`src/rtl/jcs_pkg.sv`:
```
// Shared types and constants for the memory console.
// Mode numbering, fill FSM encoding and 7-segment words.
package jcs_pkg;

  typedef enum logic [2:0] {
    MEM  = 3'd1,
    REG  = 3'd2,
    RAM  = 3'd3,
    SCAN = 3'd4,
    FILL = 3'd5
  } mode_t;

  localparam mode_t FIRST = MEM;
  localparam mode_t LAST  = FILL;

  typedef enum logic [1:0] {
    IDLE = 2'd0,
    RUN  = 2'd1,
    DONE = 2'd2
  } fill_t;

  localparam logic [31:0] W_MEM  = " mem";
  localparam logic [31:0] W_REG  = " reg";
  localparam logic [31:0] W_RAM  = " ram";
  localparam logic [31:0] W_SCAN = "scan";
  localparam logic [31:0] W_PAUS = "paus";
  localparam logic [31:0] W_BSY  = " bsy";
  localparam logic [31:0] W_FILL = "fill";

endpackage

```
`src/rtl/jcs_sp_ram.sv`:
```
// Single write port, read-first synchronous read port.
// Contents are deliberately not reset.
module jcs_sp_ram #(
  parameter int WIDTH = 8,
  parameter int AW    = 4
) (
  input  logic             i_clk,
  input  logic             i_we,
  input  logic [AW-1:0]    i_waddr,
  input  logic [WIDTH-1:0] i_wdata,
  input  logic [AW-1:0]    i_raddr,
  output logic [WIDTH-1:0] o_rdata
);

  logic [WIDTH-1:0] r_mem [2**AW];

  always_ff @(posedge i_clk) begin
    if (i_we) r_mem[i_waddr] <= i_wdata;
    o_rdata <= r_mem[i_raddr];
  end

endmodule

```
`src/rtl/jcs_mem_console.sv`:
```
// Mode-stepped memory console: bit, register, RAM,
// auto-scan read-out and a busy-flagged fill engine.
module jcs_mem_console
  import jcs_pkg::*;
#(
  parameter int WIDTH      = 8,
  parameter int AW         = 4,
  parameter int SCAN_TICKS = 50000000
) (
  input  logic        CLK,
  input  logic        RESETN,
  input  logic [15:0] SW,
  input  logic        UP,
  input  logic        DOWN,
  input  logic        SET,
  input  logic        ENA,
  input  logic        ACT,
  output logic [15:0] LED,
  output logic [31:0] WORD,
  output logic        BUSY
);

  localparam int DEPTH = 2**AW;
  localparam int TW    = $clog2(SCAN_TICKS);

  logic [AW-1:0]    w_addr;
  logic [WIDTH-1:0] w_data;
  logic             w_unused;

  assign w_addr   = SW[8+AW-1:8];
  assign w_data   = SW[WIDTH-1:0];
  assign w_unused = ^SW;

  mode_t            r_mode, w_mode_nxt;
  fill_t            r_fst, w_fst_nxt;
  logic             r_mem_bit;
  logic [WIDTH-1:0] r_reg;
  logic [AW-1:0]    r_scan_addr;
  logic [TW-1:0]    r_tick;
  logic             r_run;
  logic [WIDTH-1:0] r_base;
  logic [AW-1:0]    r_i;

  logic             w_scan_entry;
  logic             w_fill_start;
  logic             w_we;
  logic [AW-1:0]    w_waddr;
  logic [WIDTH-1:0] w_wdata;
  logic [AW-1:0]    w_raddr;
  logic [WIDTH-1:0] w_rdata;

  assign BUSY = (r_fst == RUN);

  // UP has priority even when it is clamped at the first mode
  always_comb begin
    w_mode_nxt = r_mode;
    if (!BUSY) begin
      if (UP) begin
        if (r_mode != FIRST) w_mode_nxt = mode_t'(r_mode - 3'd1);
      end else if (DOWN && r_mode != LAST) begin
        w_mode_nxt = mode_t'(r_mode + 3'd1);
      end
    end
  end

  assign w_scan_entry = (w_mode_nxt == SCAN) && (r_mode != SCAN);
  assign w_fill_start = (r_fst == IDLE) && (r_mode == FILL) && ACT;

  always_comb begin
    w_fst_nxt = r_fst;
    unique case (r_fst)
      IDLE:    if (w_fill_start) w_fst_nxt = RUN;
      RUN:     if (r_i == AW'(DEPTH-1)) w_fst_nxt = DONE;
      DONE:    w_fst_nxt = IDLE;
      default: w_fst_nxt = IDLE;
    endcase
  end

  always_ff @(posedge CLK) begin
    if (!RESETN) begin
      r_mode      <= MEM;
      r_fst       <= IDLE;
      r_mem_bit   <= 1'b0;
      r_reg       <= '0;
      r_scan_addr <= '0;
      r_tick      <= '0;
      r_run       <= 1'b1;
      r_base      <= '0;
      r_i         <= '0;
    end else begin
      r_mode <= w_mode_nxt;
      r_fst  <= w_fst_nxt;
      if (SET && r_mode == MEM) r_mem_bit <= SW[0];
      if (SET && r_mode == REG) r_reg <= w_data;
      if (w_scan_entry) begin
        r_scan_addr <= '0;
        r_tick      <= '0;
        r_run       <= 1'b1;
      end else if (r_mode == SCAN) begin
        if (r_run) begin
          if (r_tick == TW'(SCAN_TICKS-1)) begin
            r_tick      <= '0;
            r_scan_addr <= r_scan_addr + 1'b1;
          end else begin
            r_tick <= r_tick + 1'b1;
          end
        end
        if (ACT) r_run <= !r_run;
      end
      if (w_fill_start) begin
        r_base <= w_data;
        r_i    <= '0;
      end else if (BUSY) begin
        r_i <= r_i + 1'b1;
      end
    end
  end

  // writes are gated by reset so an aborted fill stops cleanly
  assign w_we    = RESETN && (BUSY || (SET && r_mode == RAM));
  assign w_waddr = BUSY ? r_i : w_addr;
  assign w_wdata = BUSY ? r_base + WIDTH'(r_i) : w_data;
  assign w_raddr = (r_mode == SCAN) ? r_scan_addr : w_addr;

  jcs_sp_ram #(
    .WIDTH (WIDTH),
    .AW    (AW)
  ) u_ram (
    .i_clk   (CLK),
    .i_we    (w_we),
    .i_waddr (w_waddr),
    .i_wdata (w_wdata),
    .i_raddr (w_raddr),
    .o_rdata (w_rdata)
  );

  always_comb begin
    LED  = '0;
    WORD = W_MEM;
    unique case (r_mode)
      MEM: LED[0] = r_mem_bit;
      REG: begin
        WORD = W_REG;
        if (ENA) LED[WIDTH-1:0] = r_reg;
      end
      RAM: begin
        WORD = W_RAM;
        if (ENA) LED[WIDTH-1:0] = w_rdata;
      end
      SCAN: begin
        WORD            = r_run ? W_SCAN : W_PAUS;
        LED[8 +: AW]    = r_scan_addr;
        LED[WIDTH-1:0]  = w_rdata;
      end
      FILL: begin
        WORD = BUSY ? W_BSY : W_FILL;
        if (BUSY) LED[AW-1:0] = r_i;
      end
      default: ;
    endcase
  end

endmodule

```
`config.mk`:
```
export PLATFORM = sky130hd
export DESIGN_NAME = jcs_mem_console
export DESIGN_NICKNAME = d
export VERILOG_FILES = /design/src/rtl/jcs_pkg.sv /design/src/rtl/jcs_sp_ram.sv /design/src/rtl/jcs_mem_console.sv
export SDC_FILE = /design/constraint.sdc
export NUM_CORES = 1
export LEC_CHECK = 0
export CORE_ASPECT_RATIO = 1.4
export CORE_MARGIN = 2
export CORE_UTILIZATION = 25
export DETAILED_ROUTE_END_ITERATION = 6
export MAX_ROUTING_LAYER = met4
export PLACE_DENSITY_LB_ADDON = 0.15
export SKIP_LAST_GASP = 1
export SYNTH_ARGS = -nofsm -noshare
export SYNTH_HDL_FRONTEND = slang
export SYNTH_SLANG_ARGS = --single-unit
```
`constraint.sdc`:
```
create_clock -name CLK -period 3.6 [get_ports CLK]
set_input_delay 0.54 -clock CLK [delete_from_list [all_inputs] [get_ports CLK]]
set_output_delay 0.54 -clock CLK [all_outputs]
set_load 0.01 [all_outputs]
```
==> results of run 1 <==
per-stage QoR:
| step | setup slack, ps | instances |
|---|---|---|
| floorplan | 856 | 839 |
| finish | 279 | 1364 |
| global placement | 738 | 1332 |
| CTS | 236 | 1364 |
| detailed placement | 744 | 1332 |
| global route | 75.0 | 1364 |
synth_stat cells (3+ instances only):
library cell	instances
buf_4	21
a22oi_1	7
and3_1	11
a222oi_1	5
nand2_1	135
nand4_1	15
a22o_1	4
a21o_1	4
a21oi_1	23
ha_1	13
inv_1	22
nor3_1	14
nor4b_1	4
nor3b_1	3
o21ai_0	29
or2_2	4
buf_6	4
or3_1	6
buf_2	8
clkbuf_1	17
o22ai_1	10
xnor2_1	15
nand3_1	46
mux2i_1	20
a31oi_1	13
a211oi_1	7
and2_1	4
edfxtp_1	128
dfxtp_1	65
xor2_1	22
nand2b_1	5
nor2b_1	7
nor2_1	103
metal layers:
metal	global-route usage, %	vias up	wire, microns
met4	4.80	0	543
met5	-	-	0
li1	-	3043	-
met2	25.8	107	13200
met3	2.56	24	634
met1	15.0	2995	9640
logic make-up after synthesis:
group                    after synthesis  synth area share, %
other                                  2               0.0864
flip-flops                           193                 59.2
adder cells (fa/ha/maj)               14                 2.10
AND/OR/NAND/NOR                      366                 19.1
XOR/XNOR                              37                 3.73
multiplexers                          20                 2.30
AO/OA/AOI/OAI                        117                 8.86
buffers and inverters                 76                 4.65
power by group through the flow:
stage          Combinational (mW)  Clock, mW  Sequential (mW)
6_report                     1.06       1.81             2.49
5_1_grt                      1.18       1.94             2.49
4_1_cts                      1.08       1.87             2.49
3_5_place_dp                 1.07          0             2.54
3_3_place_gp                 1.08          0             2.54
2_1_floorplan               0.629          0             2.52
worst min-delay path, cell delays in order (launching register included):
cell	delay, ps
dfxtp_1	310
nand2_1	50
a21oi_1	50
final cells by class:
type	count	area (sq um)
inverters	25	93.8
repair buffers	93	838
clock inverters	10	87.6
well taps	451	564
fillers	3558	23800
flip-flops and latches	193	5140
clock buffers	22	454
multi-input cells	570	3230
final timing paths:
kind / endpoint / cells past startpoint
max: WORD[0] / 7
max reg2reg: u_ram.o_rdata[0] / 10
min: r_reg[7] / 2
min reg2reg: r_reg[7] / 2
cell usage in the layout, fill, tap and decap left out, types with 20 or more instances in the layout:
master           instances
dfxtp_1                 65
nor2_1                 103
edfxtp_1               128
inv_1                   22
clkdlybuf4s50_1         51
a21oi_1                 22
xor2_1                  22
buf_4                   41
mux2i_1                 20
nand3_1                 46
nand2_1                135
o21ai_0                 22
what timing repair did:
action / CTS / global route
endpoints found under the setup margin: 0 / 1
hold buffers: 0 / 0
resized for setup: 0 / 1
==> results by group, run 1 <==
Drt
  • Via-per-instance ratio: 4.52
  • Count of unresolved DRC violations after routing: 0
  • Number of detailed-route iterations in the first pass: 5
  • Count of nets left with antenna violations after detail routing: 0
  • Total Routed Length: 24000 microns
  • Number of vias after detailed routing: 6169
  • Routed len/inst: 17.6 microns
  • 1st-iter DRT viols: 361

Clock tree
  • Worst-Skew Late Latency: 450 ps
  • TritonCTS clock tree: built
  • Number of CTS-inserted buffers: 17
  • Worst-path clk slew: 70 ps
  • H-tree Lvls: 4
  • Maximum root-to-sink buffer count: 2
  • Clock net sink count: 193
  • Buffers inserted during post-CTS setup optimization: 0
  • CTS root buf: clkbuf_16

Synth
  • Library cell occupying the most area in the post-synthesis netlist: edfxtp_1
  • Most instantiated flip-flop cell in the synthesis netlist: edfxtp_1
  • Synthesized instance count: 825
  • Flip-flop and latch count after synthesis: 193
  • Fraction of post-synthesis cell area in the top cell type by area: 44.2%
  • Sequential share of the synthesized area: 59.2%
  • Synth async-reset ratio: 0%
  • Post-synth EDFFs: 128
  • Netlist area before placement: 8700 sq um
  • Area contributors post-synth: edfxtp_1 (44%), dfxtp_1 (15%), nand2_1 (5.8%)
  • Average cell area after synthesis: 10.5 sq um
  • Total of warnings raised by yosys: 0
  • Distinct cell type count of the synthesized netlist: 59

Placed design
  • Detail Placement HPWL: 16500 microns
  • Placer congestion estimate: 0.756
  • I/O Buffers: 51
  • Post-detailed-placement cell area: 9860 sq um

Setup path
  • Startpoint Class: flop
  • Crit-path max FO: 19
  • R2R Path Start: r_mode[1]
  • Buffers plus inverters on the worst setup path: 3
  • Crit Path Class: reg2out
  • Arrival time worst endpoint: 2780 ps
  • Category of the worst setup path capture point: primary output
  • Critical path origin: r_mode[1]
  • Cells along the critical path: inv_1 > ha_1 > nand2_1 > buf_4 > o21ai_0 > or3_1 > clkdlybuf4s50_1
  • CP required: 3060 ps
  • Cell with the biggest individual delay on the critical path: clkdlybuf4s50_1
  • Register-to-register setup slack: 790 ps
  • Slowest Stage Delay on Critical Path: 520 ps
  • Delay-heaviest family, CP: buffers and inverters

GRT
  • Global-route usage over all layers: 14.0%
  • Wire length of the first global-routing pass: 36800 microns
  • Maximum number of pins on one net before global-route repair: 41
  • Via count of the first global-routing pass: 6194
  • Antenna violations before repair: 0
  • Global route total overflow: 0

Pwr
  • Total net switching power: 1.51 mW
  • Overall Power: 5.36 mW
  • Static power due to leakage: 3.70 nW
  • Sequential group share of total power: 46.5%
  • Cell internal pwr: 3.85 mW
  • Maximum vdd ir drop: 0.000346 V
  • Clock group share of total power: 33.8%
  • Pwr/cell area: 514 nW/um^2
  • Proportion of total power due to net switching: 28.1%
  • Comb pwr share: 19.8%

STA
  • Endpoints failing hold: 0
  • Transition at the pin with the smallest max-transition slack: 1160 ps
  • Worst setup skew after layout: 8.08 ps
  • Fmax: 301 MHz
  • Final number of max-transition violations: 0
  • Max-slew headroom at the worst pin: 22.0%
  • Worst-case hold slack: 456 ps
  • Count of final setup violators: 0
  • Final TNS setup: 0 ps
  • Time the final worst path needs with I/O delays and setup: 3320 ps
  • RSZ-0062 raised after global routing: no
  • Final cycle utilization of the critical path: 92.2%

Floorplan
  • Overall die width: 162 microns
  • Boundary Pins: 72
  • Die outline height: 225 microns
  • Die footprint: 36300 sq um
  • Area of the core region: 34200 sq um
  • Initial Utilization: 25.4%
  • Number of placement rows: 80

Finish
  • Max reg flops: 128
  • Final Core Density: 30.4%
  • Share of layout cells above drive strength 1: 9.42%
  • Top reg by flops: u_ram.r_mem
  • Layout Area Growth over Synthesis: 19.7%
  • Layout Cell Area excl Fill: 10400 sq um
  • Regs by FF count: u_ram.r_mem: 128 flops, r_tick: 26 flops
  • Antenna diode instance count: 0
  • Final net count: 937

Outcome
  • Run status: complete, no violations

Hold path
  • Worst hold path startpoint: r_reg[7]
  • Path category of the worst min-delay check: reg2reg

Run
  • Max-cap violation count: 0
Note: power is estimated with default switching activity, not from simulation.
==> run 2: changes to the inputs <==
Settings changed: CORE_UTILIZATION 25 to 27.
==> run 2 against run 1 <==
Core utilization increased by 2.4 points; register-to-register slack worse by 110 ps; count of clock-buffer cells in the layout shrank 4; worst setup slack got worse by 70 ps; final area hardly changed; combinational power barely moved; non-clock buffer count up 2; die area is 7.3% lower; critical endpoint is now LED[2]; wire length is 3.2% lower; cell count decreased by 4.0%; clock skew grew 7.1 ps; worst hold slack better by 4.2 ps.
==> results by group, run 2 (synthesis results as in run 1) <==
GRT
  • Wire length of the first global-routing pass: 35200 microns (-4.3%)
  • Via count of the first global-routing pass: 5876 (-5.1%)
  • Antenna violations before repair: 0 (unchanged)
  • Global-route usage over all layers: 14.5% (+0.47 points)
  • Maximum number of pins on one net before global-route repair: 26 (-37%)
  • Global route total overflow: 0 (unchanged)

Clock tree
  • TritonCTS clock tree: built
  • H-tree Lvls: 4 (unchanged)
  • CTS root buf: clkbuf_16
  • Worst-path clk slew: 70 ps (about the same)
  • Cts-stage hold buffer count: 0 (unchanged)
  • Number of CTS-inserted buffers: 17 (unchanged)
  • Maximum root-to-sink buffer count: 2 (unchanged)
  • Clock net sink count: 193 (unchanged)
  • Worst-Skew Late Latency: 430 ps (-20 ps)

Floorplan
  • Boundary Pins: 72 (unchanged)
  • Overall die width: 156 microns (-3.7%)
  • Die outline height: 216 microns (-3.7%)
  • Initial Utilization: 27.4% (+2.0 points)
  • Area of the core region: 31700 sq um (-7.4%)
  • Die footprint: 33700 sq um (-7.3%)
  • Number of placement rows: 77 (-3.8%)

Placed design
  • Placer congestion estimate: 0.759 (+0.46%)
  • Detail Placement HPWL: 16500 microns (about the same)
  • I/O Buffers: 51 (unchanged)
  • # placed instances: 1278 (-4.1%)

Drt
  • Total Routed Length: 23200 microns (-3.2%)
  • Count of nets left with antenna violations after detail routing: 0 (unchanged)
  • Via-per-instance ratio: 4.67 (+3.3%)
  • Count of unresolved DRC violations after routing: 0 (unchanged)
  • 1st-iter DRT viols: 415 (+15%)
  • Number of detailed-route iterations in the first pass: 5 (unchanged)
  • Routed len/inst: 17.8 microns (+0.85%)
  • Number of vias after detailed routing: 6113 (-0.91%)

STA
  • Fmax: 295 MHz (-2.1%)
  • Final TNS setup: 0 ps (unchanged)
  • Time the final worst path needs with I/O delays and setup: 3390 ps (+70.4 ps)
  • Final number of max-transition violations: 0 (unchanged)
  • Transition at the pin with the smallest max-transition slack: 747 ps (-415 ps)
  • Max-slew headroom at the worst pin: 50.0% (+28 points)
  • Endpoints failing hold: 0 (unchanged)
  • Final cycle utilization of the critical path: 94.2% (+2.0 points)
  • RSZ-0062 raised after global routing: no
  • Worst-case hold slack: 460 ps (+4.22 ps)
  • Worst setup skew after layout: 15.2 ps (+7.11 ps)
  • Count of final setup violators: 0 (unchanged)

Pwr
  • Proportion of total power due to net switching: 27.2% (-0.93 points)
  • Total net switching power: 1.49 mW (-1.4%)
  • Static power due to leakage: 3.73 nW (+0.98%)
  • Sequential group share of total power: 45.5% (-1.0 points)
  • Clock group share of total power: 34.8% (+1.0 points)
  • Comb pwr share: 19.6% (-0.2 points)
  • Pwr/cell area: 525 nW/um^2 (+2.1%)
  • Cell internal pwr: 3.98 mW (+3.3%)
  • Maximum vdd ir drop: 0.000351 V (+1.3%)

Finish
  • Antenna diode instance count: 0 (unchanged)
  • Top reg by flops: u_ram.r_mem
  • Final net count: 939 (+0.21%)
  • Share of layout cells above drive strength 1: 9.85% (+0.43 points)
  • Final non-filler cell total: 1309 (-4.0%)
  • Most common library cell in the layout ignoring fill and taps: nand2_1
  • Most used cells in the layout excluding fill and tap cells: nand2_1 (134), edfxtp_1 (128), nor2_1 (103), dfxtp_1 (65), clkdlybuf4s50_1 (51)
  • Max reg flops: 128 (unchanged)
  • Regs by FF count: u_ram.r_mem: 128 flops, r_tick: 26 flops
  • Layout Area Growth over Synthesis: 19.6% (about the same)
  • Final Core Density: 32.8% (+2.4 points)

Hold path
  • Worst Hold Depth: 2 (unchanged)
  • Worst hold path startpoint: r_reg[3]
  • Endpoint of the worst hold-timing path: r_reg[3]
  • Path category of the worst min-delay check: reg2reg

Setup path
  • R2R Path Start: r_mode[1]
  • Crit-path max FO: 8 (-11)
  • Category of the worst setup path capture point: primary output
  • Arrival time worst endpoint: 2850 ps (+70 ps)
  • Buffers plus inverters on the worst setup path: 4 (+1)
  • Crit Path Class: reg2out
  • Depth of the worst register-to-register path: 10 (unchanged)
  • CP required: 3060 ps (about the same)
  • Cell with the biggest individual delay on the critical path: clkdlybuf4s50_1
  • Delay-heaviest family, CP: buffers and inverters
  • Register-to-register setup slack: 680 ps (-110 ps)
  • Cells along the critical path: inv_1 > ha_1 > and2_1 > nand2_1 > inv_1 > a222oi_1 > inv_1 > clkdlybuf4s50_1
  • Startpoint Class: flop
  • Crit path top cell by count: inv_1
  • Slowest Stage Delay on Critical Path: 500 ps (-20 ps)
  • Worst R2R End: u_ram.o_rdata[3]

Run
  • Max-cap violation count: 0 (unchanged)

Outcome
  • Run status: complete, no violations
run 2: power by group through the flow:
stage / combinational, mW / clock (mW) / sequential, mW
3_5_place_dp: 1.09 / 0 / 2.54
5_1_grt: 1.18 / 2.04 / 2.49
2_1_floorplan: 0.629 / 0 / 2.52
4_1_cts: 1.09 / 1.96 / 2.49
3_3_place_gp: 1.09 / 0 / 2.54
6_report: 1.07 / 1.90 / 2.49
run 2: final cells by class:
type                            instances  area, sq um
Fill cell                            3202        21300
Sequential cell                       193         5140
Multi-Input combinational cell        570         3230
Timing Repair Buffer                   95          853
Tap cell                              395          494
Clock buffer                           18          429
Clock inverter                         13          160
Inverter                               25         93.8
run 2: stage by stage:
step	instance area (sq um)	worst slack [ps]	power, mW
after floorplan	8750	856	3.15
after global placement	9800	591	3.62
after detailed placement	9800	565	3.62
after CTS	10400	100	5.54
after global routing	10400	25.7	5.72
final	10400	209	5.46
run 2: worst min-delay path, stage by stage (launching register included):
cell and delay [ps]:
dfxtp_1 310, nand2_1 50, a21oi_1 50
run 2: timing repair:
action	CTS	global route
resized for setup	0	2
setup buffers	0	0
hold endpoints to repair	0	0
endpoints found under the setup margin	0	5
run 2: per-layer routing:
metal  vias to the layer above  wire length, microns  track usage [%]
met4                         0                   388             4.77
met1                      2946                 10000             16.9
met5                         -                     0                -
met2                        99                 12100             25.2
li1                       3052                     -                -
met3                        16                   677             2.48
run 2: how the worst max path moves through the flow:
stage	from	depth (start not counted)	end
after detailed placement	r_mode[1]	10	u_ram.o_rdata[3]
after global routing	r_mode[1]	8	LED[2]
after global placement	r_mode[1]	10	u_ram.o_rdata[2]
after CTS	r_mode[1]	8	WORD[10]
after floorplan	r_mode[1]	9	WORD[10]
final	r_mode[1]	8	LED[2]
